===== config.mk =====
export PLATFORM = sky130hd
export DESIGN_NAME = program_loader_flat
export DESIGN_NICKNAME = d
export VERILOG_FILES = /design/src/rtl/program_loader_pkg.sv /design/src/rtl/program_loader_if.sv /design/src/rtl/program_loader_word_assembler.sv /design/src/rtl/program_loader.sv /design/src/flat_wrapper.sv
export SDC_FILE = /design/constraint.sdc
export NUM_CORES = 1
export LEC_CHECK = 0
export CAP_MARGIN = 20
export CELL_PAD_IN_SITES_DETAIL_PLACEMENT = 1
export CELL_PAD_IN_SITES_GLOBAL_PLACEMENT = 1
export CORE_MARGIN = 5
export CORE_UTILIZATION = 40
export CTS_BUF_LIST = sky130_fd_sc_hd__clkbuf_4 sky130_fd_sc_hd__clkbuf_8
export CTS_CLUSTER_SIZE = 8
export DETAILED_ROUTE_END_ITERATION = 12
export HOLD_SLACK_MARGIN = 0.15
export PLACE_DENSITY_LB_ADDON = 0.15
export REMOVE_ABC_BUFFERS = 1
export SLEW_MARGIN = 20
export SYNTH_ARGS = -nofsm -noshare
export SYNTH_HDL_FRONTEND = slang
export SYNTH_SLANG_ARGS = --single-unit

===== constraint.sdc =====
create_clock -name clk -period 7.4 [get_ports clk]
set_input_delay 1.48 -clock clk [delete_from_list [all_inputs] [get_ports clk]]
set_output_delay 1.48 -clock clk [all_outputs]
set_load 0.02 [all_outputs]

===== src/rtl/program_loader_pkg.sv =====
// Shared loader types: FSM state encoding and header size.
// No ports; imported by the interface, assembler and loader top.
package common;

    localparam int LOADER_HDR_BYTES = 4;

    typedef enum logic [1:0] {
        LEN,
        DATA,
        DONE,
        ERROR
    } loader_state_t;

endpackage


===== src/rtl/program_loader_if.sv =====
// Loader bus bundle: UART byte stream and control in, program memory
// port and CPU status out. slave = loader side, master = environment.
interface program_loader_if;

    logic [7:0]  rx_data;
    logic        rx_valid;
    logic        load_req;
    logic [31:0] pc_address;
    logic [31:0] mem_address;
    logic        mem_write_enable;
    logic [31:0] mem_write_data;
    logic        cpu_hold;
    logic        load_done;
    logic        load_error;

    modport slave (
        input  rx_data, rx_valid, load_req, pc_address,
        output mem_address, mem_write_enable, mem_write_data,
        output cpu_hold, load_done, load_error
    );

    modport master (
        output rx_data, rx_valid, load_req, pc_address,
        input  mem_address, mem_write_enable, mem_write_data,
        input  cpu_hold, load_done, load_error
    );

endinterface


===== src/rtl/program_loader_word_assembler.sv =====
// Little-endian byte-to-word assembler (first byte lands in bits 7:0).
// Ports: clk, reset, clear, shift, data in; word, word_done out.
module word_assembler
    import common::*;
(
    input  logic        clk,
    input  logic        reset,
    input  logic        clear,
    input  logic        shift,
    input  logic [7:0]  data,
    output logic [31:0] word,
    output logic        word_done
);

    logic [31:0] sr_q;
    logic [1:0]  byte_cnt;

    // word is the value the register would hold with the current byte
    // shifted in, so the caller sees a complete word on the 4th byte.
    assign word      = {data, sr_q[31:8]};
    assign word_done = shift
        && (byte_cnt == 2'(LOADER_HDR_BYTES - 1));

    always_ff @(posedge clk or posedge reset) begin
        if (reset) begin
            sr_q     <= '0;
            byte_cnt <= '0;
        end else if (clear) begin
            sr_q     <= '0;
            byte_cnt <= '0;
        end else if (shift) begin
            sr_q     <= word;
            byte_cnt <= byte_cnt + 2'd1;
        end
    end

endmodule


===== src/rtl/program_loader.sv =====
// UART program loader: length header, then words written to memory.
// Ports: clk, reset, bus (program_loader_if.slave).
module program_loader
    import common::*;
#(
    parameter int MEM_WORDS      = 1024,
    parameter int TIMEOUT_CYCLES = 1000000
) (
    input logic            clk,
    input logic            reset,
    program_loader_if.slave bus
);

    loader_state_t state_q, state_d;
    logic [29:0]   idx_q, idx_d;
    logic [31:0]   len_q, len_d;
    logic [31:0]   tcnt_q, tcnt_d;
    logic [31:0]   waddr_q, waddr_d;
    logic [31:0]   wdata_q, wdata_d;
    logic          we_q, we_d;
    logic          started_q, started_d;
    logic          accept;
    logic          word_done;
    logic [31:0]   word;

    // load_req wins over a byte in the same cycle.
    assign accept = bus.rx_valid && !bus.load_req
        && (state_q == LEN || state_q == DATA);

    word_assembler u_asm (
        .clk       (clk),
        .reset     (reset),
        .clear     (bus.load_req),
        .shift     (accept),
        .data      (bus.rx_data),
        .word      (word),
        .word_done (word_done)
    );

    always_comb begin
        state_d   = state_q;
        idx_d     = idx_q;
        len_d     = len_q;
        tcnt_d    = tcnt_q;
        started_d = started_q;
        waddr_d   = waddr_q;
        we_d      = 1'b0;
        wdata_d   = '0;
        if (bus.load_req) begin
            state_d   = LEN;
            idx_d     = '0;
            len_d     = '0;
            tcnt_d    = '0;
            started_d = 1'b0;
        end else begin
            unique case (state_q)
                LEN, DATA: begin
                    if (accept) begin
                        tcnt_d    = '0;
                        started_d = 1'b1;
                        if (word_done && state_q == LEN) begin
                            len_d = word;
                            idx_d = '0;
                            if (word == 32'd0)
                                state_d = DONE;
                            else if (word > 32'(MEM_WORDS))
                                state_d = ERROR;
                            else
                                state_d = DATA;
                        end else if (word_done) begin
                            we_d    = 1'b1;
                            wdata_d = word;
                            waddr_d = {idx_q, 2'b00};
                            if ({2'b00, idx_q} == len_q - 32'd1)
                                state_d = DONE;
                            else
                                idx_d = idx_q + 30'd1;
                        end
                    end else if (started_q) begin
                        tcnt_d = tcnt_q + 32'd1;
                        if (tcnt_d == 32'(TIMEOUT_CYCLES))
                            state_d = ERROR;
                    end
                end
                DONE, ERROR: begin
                end
                default: state_d = LEN;
            endcase
        end
    end

    always_ff @(posedge clk or posedge reset) begin
        if (reset) begin
            state_q   <= LEN;
            idx_q     <= '0;
            len_q     <= '0;
            tcnt_q    <= '0;
            started_q <= 1'b0;
            waddr_q   <= '0;
            wdata_q   <= '0;
            we_q      <= 1'b0;
        end else begin
            state_q   <= state_d;
            idx_q     <= idx_d;
            len_q     <= len_d;
            tcnt_q    <= tcnt_d;
            started_q <= started_d;
            waddr_q   <= waddr_d;
            wdata_q   <= wdata_d;
            we_q      <= we_d;
        end
    end

    // The final write coincides with DONE; the write address must win
    // there or the last word would land at pc_address.
    assign bus.mem_address = we_q ? waddr_q
        : (state_q == DONE) ? bus.pc_address
        : {idx_q, 2'b00};
    assign bus.mem_write_enable = we_q;
    assign bus.mem_write_data   = we_q ? wdata_q : '0;
    assign bus.cpu_hold         = (state_q != DONE);
    assign bus.load_done        = (state_q == DONE);
    assign bus.load_error       = (state_q == ERROR);

endmodule

===== src/flat_wrapper.sv =====
// flat-port wrapper written by rule: the top's interface ports become plain ports
module program_loader_flat import common::*;
#(
    parameter int MEM_WORDS      = 1024,
    parameter int TIMEOUT_CYCLES = 1000000
)
  (clk, reset, bus_rx_data, bus_rx_valid, bus_load_req, bus_pc_address, bus_mem_address, bus_mem_write_enable, bus_mem_write_data, bus_cpu_hold, bus_load_done, bus_load_error);
  program_loader_if bus_i ();
  input logic clk;
  input logic reset;
  input wire logic [$bits(bus_i.rx_data)-1:0] bus_rx_data;
  input wire logic [$bits(bus_i.rx_valid)-1:0] bus_rx_valid;
  input wire logic [$bits(bus_i.load_req)-1:0] bus_load_req;
  input wire logic [$bits(bus_i.pc_address)-1:0] bus_pc_address;
  output wire logic [$bits(bus_i.mem_address)-1:0] bus_mem_address;
  output wire logic [$bits(bus_i.mem_write_enable)-1:0] bus_mem_write_enable;
  output wire logic [$bits(bus_i.mem_write_data)-1:0] bus_mem_write_data;
  output wire logic [$bits(bus_i.cpu_hold)-1:0] bus_cpu_hold;
  output wire logic [$bits(bus_i.load_done)-1:0] bus_load_done;
  output wire logic [$bits(bus_i.load_error)-1:0] bus_load_error;
  assign bus_i.rx_data = bus_rx_data;
  assign bus_i.rx_valid = bus_rx_valid;
  assign bus_i.load_req = bus_load_req;
  assign bus_i.pc_address = bus_pc_address;
  assign bus_mem_address = bus_i.mem_address;
  assign bus_mem_write_enable = bus_i.mem_write_enable;
  assign bus_mem_write_data = bus_i.mem_write_data;
  assign bus_cpu_hold = bus_i.cpu_hold;
  assign bus_load_done = bus_i.load_done;
  assign bus_load_error = bus_i.load_error;
  program_loader #(.MEM_WORDS(MEM_WORDS), .TIMEOUT_CYCLES(TIMEOUT_CYCLES)) u_core (.clk(clk), .reset(reset), .bus(bus_i));
endmodule

==> out/results.md <==
| Quantity | Value |
| --- | --- |
| Result of the run | complete, no violations |
| Nets | 1310 |
| Via count of the first global-routing pass | 9708 |
| Clock skew | 0.0245 ns |
| Commonest register cell after synthesis | dfrtp_1 |
| Count of distinct cell types in the synthesized netlist | 70 |
| Syn. warnings | 0 |
| Antenna violations before repair | 0 |
| Peak Freq | 226 MHz |
| Overall routing resource usage | 0.211 |
| Number of failing hold endpoints at the final stage | 0 |
| Kind of end point of the critical path | flop |
| Clock transition at the registers of the reported paths | 0.11 ns |
| Number of top-level design ports | 112 |
| Fin crit period | 4.43 ns |
| Clock tree from TritonCTS | built |
| FF+latch count, synth | 186 |
| Count of non-filler cells in the finished layout | 1610 |
| Setup repair after global routing missed its margin | no |
| Least setup slack across all paths after layout | 2.97 ns |
| Antenna cell count | 0 |
| Count leader, synth | nand2_1 |
| Top post-synthesis cells by area | dfrtp_1 (44%), nand2_1 (6.9%), o21ai_0 (4.5%) |
| Number of placed cells counting well taps | 1578 |
| Leakage dissipation | 5.06 nW |
| Total of hold buffers inserted after clock tree synthesis | 0 |
| Die Footprint | 0.0300 mm^2 |
| Post-synthesis cell count | 1208 |
| Average cell area after synthesis | 8.82 um^2 |
| CP arrival | 4.85 ns |
| Max clock buf depth | 2 |
| Sequential cell area fraction in the yosys report | 0.437 |
| Required time reported for the critical path endpoint | 7.83 ns |
| Detailed router's first-iteration violation count | 604 |
| Number of setup violations in the final report | 0 |
| Die height | 173 um |
| Wire length of the first global-routing pass | 53200 um |
| Cell type of the slowest stage on the worst timing path | or4b_2 |
| TritonRoute pass-1 iters | 5 |
| Number of buffer and inverter stages on the critical path | 2 |
| Post-synth ARST share | 1.00 |
| Skew-Pair Late Insertion Delay | 0.49 ns |
| Global route total overflow | 0 |
| EDFF count, synth | 0 |
| Effective utilization at floorplan | 0.408 |
| Area delta synth->final | 16.2% |
| Synth Cell Area | 0.0107 mm^2 |
| H-tree depth | 4 |
| Rows | 59 |
| Critical path startpoint category | primary input |
| Proportion of layout cells with a drive suffix above 1 | 0.0769 |
| Area of the core | 0.0261 mm^2 |
| Buffer count from post-CTS setup fixing | 0 |
| Library cell with the largest summed area after synthesis | dfrtp_1 |
| Number of instances resized during post-cts repair | 0 |
| Share of Yosys cell area claimed by the top area cell type | 0.437 |
| Pin count of the biggest net entering global routing | 96 |
| Placed wire-length estimate | 21500 um |
| Cell family contributing the most delay on the critical path | simple AND/OR/NAND/NOR gates |
| Worst-path cell chain | clkdlybuf4s50_1, nor2b_2, buf_4, and2_1, nor2_1, or3_1, or4b_2, or4_1, nand2_1 |
| Most used standard cells in the synthesized netlist | nand2_1 (197), dfrtp_1 (186), o21ai_0 (95) |
| Clk sink count | 186 |
| Relative slew margins | 0.356 |
| Total of max-cap violations | 0 |
| Final Cycle Share | 0.598 |
| Remaining antenna violation count | 0 |
| Worst min-delay path class | flop to flop |
| CTS Buf Count | 17 |
| Place WS | 2.50 ns |
| Final sum of negative setup slack | 0 ns |
| Clock tree root driver cell | clkbuf_8 |
| Slew @ Worst Pin | 0.958 ns |
| Reg-to-reg slack, setup | 3.69 ns |
| Largest vdd supply drop | 0.000112 V |
| DR WL/cell | 19.6 um |
| Highest net fanout along the worst path | 29 |
| Kind of critical path | primary input to flop |
| Power density relative to cell area | 152 mW/mm^2 |
| Global placer's final weighted congestion | 0.836 |
| Average via count per standard cell | 5.83 |
| Final Routed Wirelength | 31500 um |
| Horiz. Die Dim | 173 um |
| Worst path max stage delay | 0.71 ns |
| Number of vias after detailed routing | 9392 |
| Count of input and output buffers | 111 |
| Count of unresolved DRC violations after routing | 0 |
| Final slew viol count | 0 |
final cells by class:
cell class / count / area, um^2
Fill cell: 3062 / 13800
Clock inverter: 15 / 199
Timing Repair Buffer: 126 / 1220
Tap cell: 335 / 419
Sequential cell: 186 / 4660
Inverter: 10 / 42.5
Multi-Input combinational cell: 921 / 5610
Clock buffer: 17 / 234
layout by cell type (no fill, tap or decap), types with 5 or more instances in the layout:
cell type        Yosys  final
o211ai_1            13     13
nand2_1            197    197
clkbuf_8             0     17
xnor2_1             35     35
nor4_1              28     28
and4_1              10     10
nand2b_1             9      9
clkinv_8             0      8
o21ai_0             95     95
nor2_1              52     50
nor3b_1              5      5
nand3_1             34     34
dfrtp_1            186    185
mux2_2              30     30
a21oi_1             68     68
xor2_1              16     16
or4_1               25     25
nand4_1             33     33
buf_4                1     15
inv_1                9      8
o31ai_1             12     12
nand3b_1            20     20
mux2i_1             35     35
nor3_1              23     22
and2_1              67     67
a31oi_1             13     13
and3_1              10     10
or3_1               21     21
clkdlybuf4s50_1      0    110
flip-flops by register name, indices dropped and copies added (netlist names):
signal / count
u_core.u_asm.byte_cnt: 2
u_core.len_q: 32
u_core.tcnt_q: 32
u_core.waddr_q: 30
u_core.started_q: 1
u_core.state_q: 2
u_core.u_asm.sr_q: 24
u_core.wdata_q: 32
u_core.idx_q: 30
u_core.bus.mem_write_enable: 1
through the flow:
stage	total power [W]	hold slack [ns]	utilization	area, um^2
after floorplan	0.00111	0.474	-	10300
after global placement	0.00118	0.489	0.457	11900
after detailed placement	0.00118	0.496	0.457	11900
after CTS	0.00190	0.522	0.474	12400
after global routing	0.00196	0.530	0.474	12400
final	0.00188	0.519	0.474	12400
power breakdown:
| group | leakage [nW] | switching (W) | internal [W] |
|---|---|---|---|
| logic | 2.27 | 0.0000743 | 0.0000452 |
| clock network | 0.205 | 0.000459 | 0.000264 |
| registers | 2.59 | 0.0000135 | 0.00102 |
| total | 5.06 | 0.000547 | 0.00133 |
final timing paths:
| kind | from | to | cells after the start |
|---|---|---|---|
| max | bus_rx_valid | u_core.idx_q[23] | 9 |
| min | u_core.waddr_q[11] | u_core.waddr_q[11] | 1 |
| max reg2reg | u_core.len_q[3] | u_core.idx_q[22] | 8 |
| min reg2reg | u_core.waddr_q[11] | u_core.waddr_q[11] | 1 |
| max in group asynchronous | reset | u_core.bus.mem_write_enable | 3 |
| min in group asynchronous | reset | u_core.wdata_q[23] | 2 |
metal layers:
metal / track usage / wire length (um) / share of wire / vias up
li1: - / - / - / 4441
met1: 0.309 / 15800 / 0.50 / 4758
met2: 0.336 / 14400 / 0.46 / 170
met3: 0.0312 / 944 / 0.030 / 23
met4: 0.0416 / 317 / 0.010 / 0
met5: 0 / 0 / 0 / -
cells by family (layout without fill, tap and decap cells):
group	count (synthesis)	count (layout)	synth area share
buffers and inverters	101	168	0.0384
multiplexers	65	65	0.0646
AND/OR/NAND/NOR	559	559	0.280
adder cells (fa/ha/maj)	4	4	0.00470
XOR/XNOR	51	51	0.0419
AO/OA/AOI/OAI	242	242	0.134
flip-flops	186	186	0.437
Power figures use the tool's default switching activity.
==> RTL change: new RTL, same flow settings <==
Reset style: synchronous (`reset`), changed in 2 clocked blocks.
--- a/src/rtl/program_loader_word_assembler.sv
+++ b/src/rtl/program_loader_word_assembler.sv
@@ -21,7 +21,7 @@
     assign word_done = shift
         && (byte_cnt == 2'(LOADER_HDR_BYTES - 1));
 
-    always_ff @(posedge clk or posedge reset) begin
+    always_ff @(posedge clk) begin
         if (reset) begin
             sr_q     <= '0;
             byte_cnt <= '0;
--- a/src/rtl/program_loader.sv
+++ b/src/rtl/program_loader.sv
@@ -89,7 +89,7 @@
         end
     end
 
-    always_ff @(posedge clk or posedge reset) begin
+    always_ff @(posedge clk) begin
         if (reset) begin
             state_q   <= LEN;
             idx_q     <= '0;
Check against the original RTL: same outputs for any inputs over 4 cycles, from zero or initial values and one cycle with reset high; that may be too few to reach the edited logic, so the function may still have changed.
==> RTL change against the original RTL <==
  * Cell count increased by 6.2%
  * Clock power increased by 2%
  * Die area decreased by 5.2%
  * Sequential cell count unchanged
  * Worst setup slack improved by 0.032 ns
  * Design area decreased by 5.3%
  * Routed wire length decreased by 4.3%
  * Maximum frequency increased by 0.72%
  * Total power decreased by 3.1%
  * Largest cell class unchanged
  * Area after synthesis decreased by 5.6%
==> RTL change: results (changes against the original RTL) <==
status: completed
DR pass1 iterations: 4 (-1)
worst r2r path cells: 12 (+4)
syn_area_per_cell: 7.610 um^2 (-14%)
cell depth of the worst hold path: 2 (+1)
Final Skew: 0.03272 ns (+0.008177 ns)
first-pass GRT wire length: 50010 um (-5.9%)
register area share after synthesis: 37.01% (-6.7 points)
DP Wirelength: 21550 um (+0.19%)
Synth top cells by count: 261 x nand2_1, 186 x dfxtp_1, 151 x a21oi_1
# diodes: 0 (unchanged)
# fillers: 3097 (+1.1%)
CP max FO: 20 (-31%)
initial antenna violation count: 0 (unchanged)
placed insts: 1677 (+6.3%)
Worst path slowest cell: nor3b_1
Async SR Flop Fraction: 0% (-100 points)
wire per inst: 17.64 um (-9.9%)
P_leak: 4.125 nW (-18%)
Largest regs: u_core.len_q x32, u_core.tcnt_q x32, u_core.wdata_q x32
Worst-Skew Late Latency: 0.49 ns (about the same)
Routed WL: 30170 um (-4.3%)
Hold Path Class: flop to flop
worst hold start: u_core.waddr_q[26]$_SDFFE_PP0P_
CTS max path bufs: 2 (unchanged)
PostCTS Resize Cnt: 0 (unchanged)
Min-Delay Endpoint: u_core.waddr_q[26]$_SDFFE_PP0P_
worst r2r src: u_core.len_q[0]$_SDFFE_PP0P_
vias: 9588 (+2.1%)
Reg2Reg Setup Slack: 3.01 ns (-0.68 ns)
Synth cell types: 69 (-1.4%)
GPL Wtd Cong: 0.8728 (+4.4%)
crit-path max cell delay: 0.64 ns (-0.07 ns)
nets: 1416 (+8.1%)
Peak VDD IR: 88.67 uV (-21%)
CTS buffer count: 17 (unchanged)
buffer count from post-CTS setup fixing: 0 (unchanged)
Worst setup endpoint: u_core.idx_q[13]$_SDFFE_PP0P_
largest net degree at the start of global routing: 87 (-9.4%)
largest cells by area after synthesis: dfxtp_1 37%, nand2_1 9.7%, a21oi_1 7.5%
layout cells sized above 1: 5.435% (-2.3 points)
Placed Area: 0.01127 mm^2 (-5.7%)
CP Launch Type: flop
worst hold slack: 0.4644 ns (-0.05470 ns)
worst-margin pin slew: 1.060 ns (+0.1020 ns)
Overall Global Routing Usage: 21.20% (+0.094 points)
1st-iter DRT viols: 496 (-18%)
CTS root buf: clkbuf_8
[RTL change: where the power goes]
group / internal [mW] / total (mW) / switching [mW]
clock: 0.273 / 0.739 / 0.466
sequential: 1.00 / 1.00 / 0.00256
combinational: 0.0304 / 0.0759 / 0.0455
[RTL change: critical path, delay by kind of cell, from the launching register on]
| kind | cells | cell delay [ns] |
|---|---|---|
| AO/OA/AOI/OAI | 3 | 0.42 |
| adder cells (fa/ha/maj) | 1 | 0.33 |
| buffers and inverters | 2 | 0.33 |
| flip-flops | 1 | 0.42 |
| AND/OR/NAND/NOR | 6 | 2.84 |
[RTL change: cell type report]
cell class | instances | area, um^2 | area share, %
clock inverters | 15 | 198.9 | 1.697
inverters | 5 | 18.77 | 0.1601
repair buffers | 123 | 1209 | 10.31
well taps | 330 | 412.9 | 3.523
flip-flops and latches | 186 | 3725 | 31.78
multi-input cells | 1034 | 5923 | 50.53
clock buffers | 17 | 234.0 | 1.996
[RTL change: cells by family (layout without fill, tap and decap cells)]
family          after synthesis  after routing  synth area share (%)
flops                       186            186                 37.01
compound gates              296            296                 17.00
xor+xnor                     56             56                 4.875
fa+ha+maj                     5              5                0.6218
simple gates                644            644                 32.91
buf+inv                     102            160                 4.303
mux                          33             33                 3.283
[RTL change: stage by stage]
stage | utilization, % | setup WS, ns
5_1_grt | 46.95 | 2.649
3_5_place_dp | 45.14 | 2.290
2_1_floorplan | - | 1.494
6_report | 46.95 | 3.006
4_1_cts | 46.88 | 2.682
3_3_place_gp | 45.14 | 2.314
[RTL change: routing by layer]
metal  vias up  part of all wire [%]  GRT usage [%]  routed length, um
li1       4756                     -              -                  -
met4         0                   1.7          6.140                514
met2       134                    49          37.23              14830
met5         -                     0              0                  0
met3        30                   3.1          3.246                921
met1      4668                    46          27.00              13910
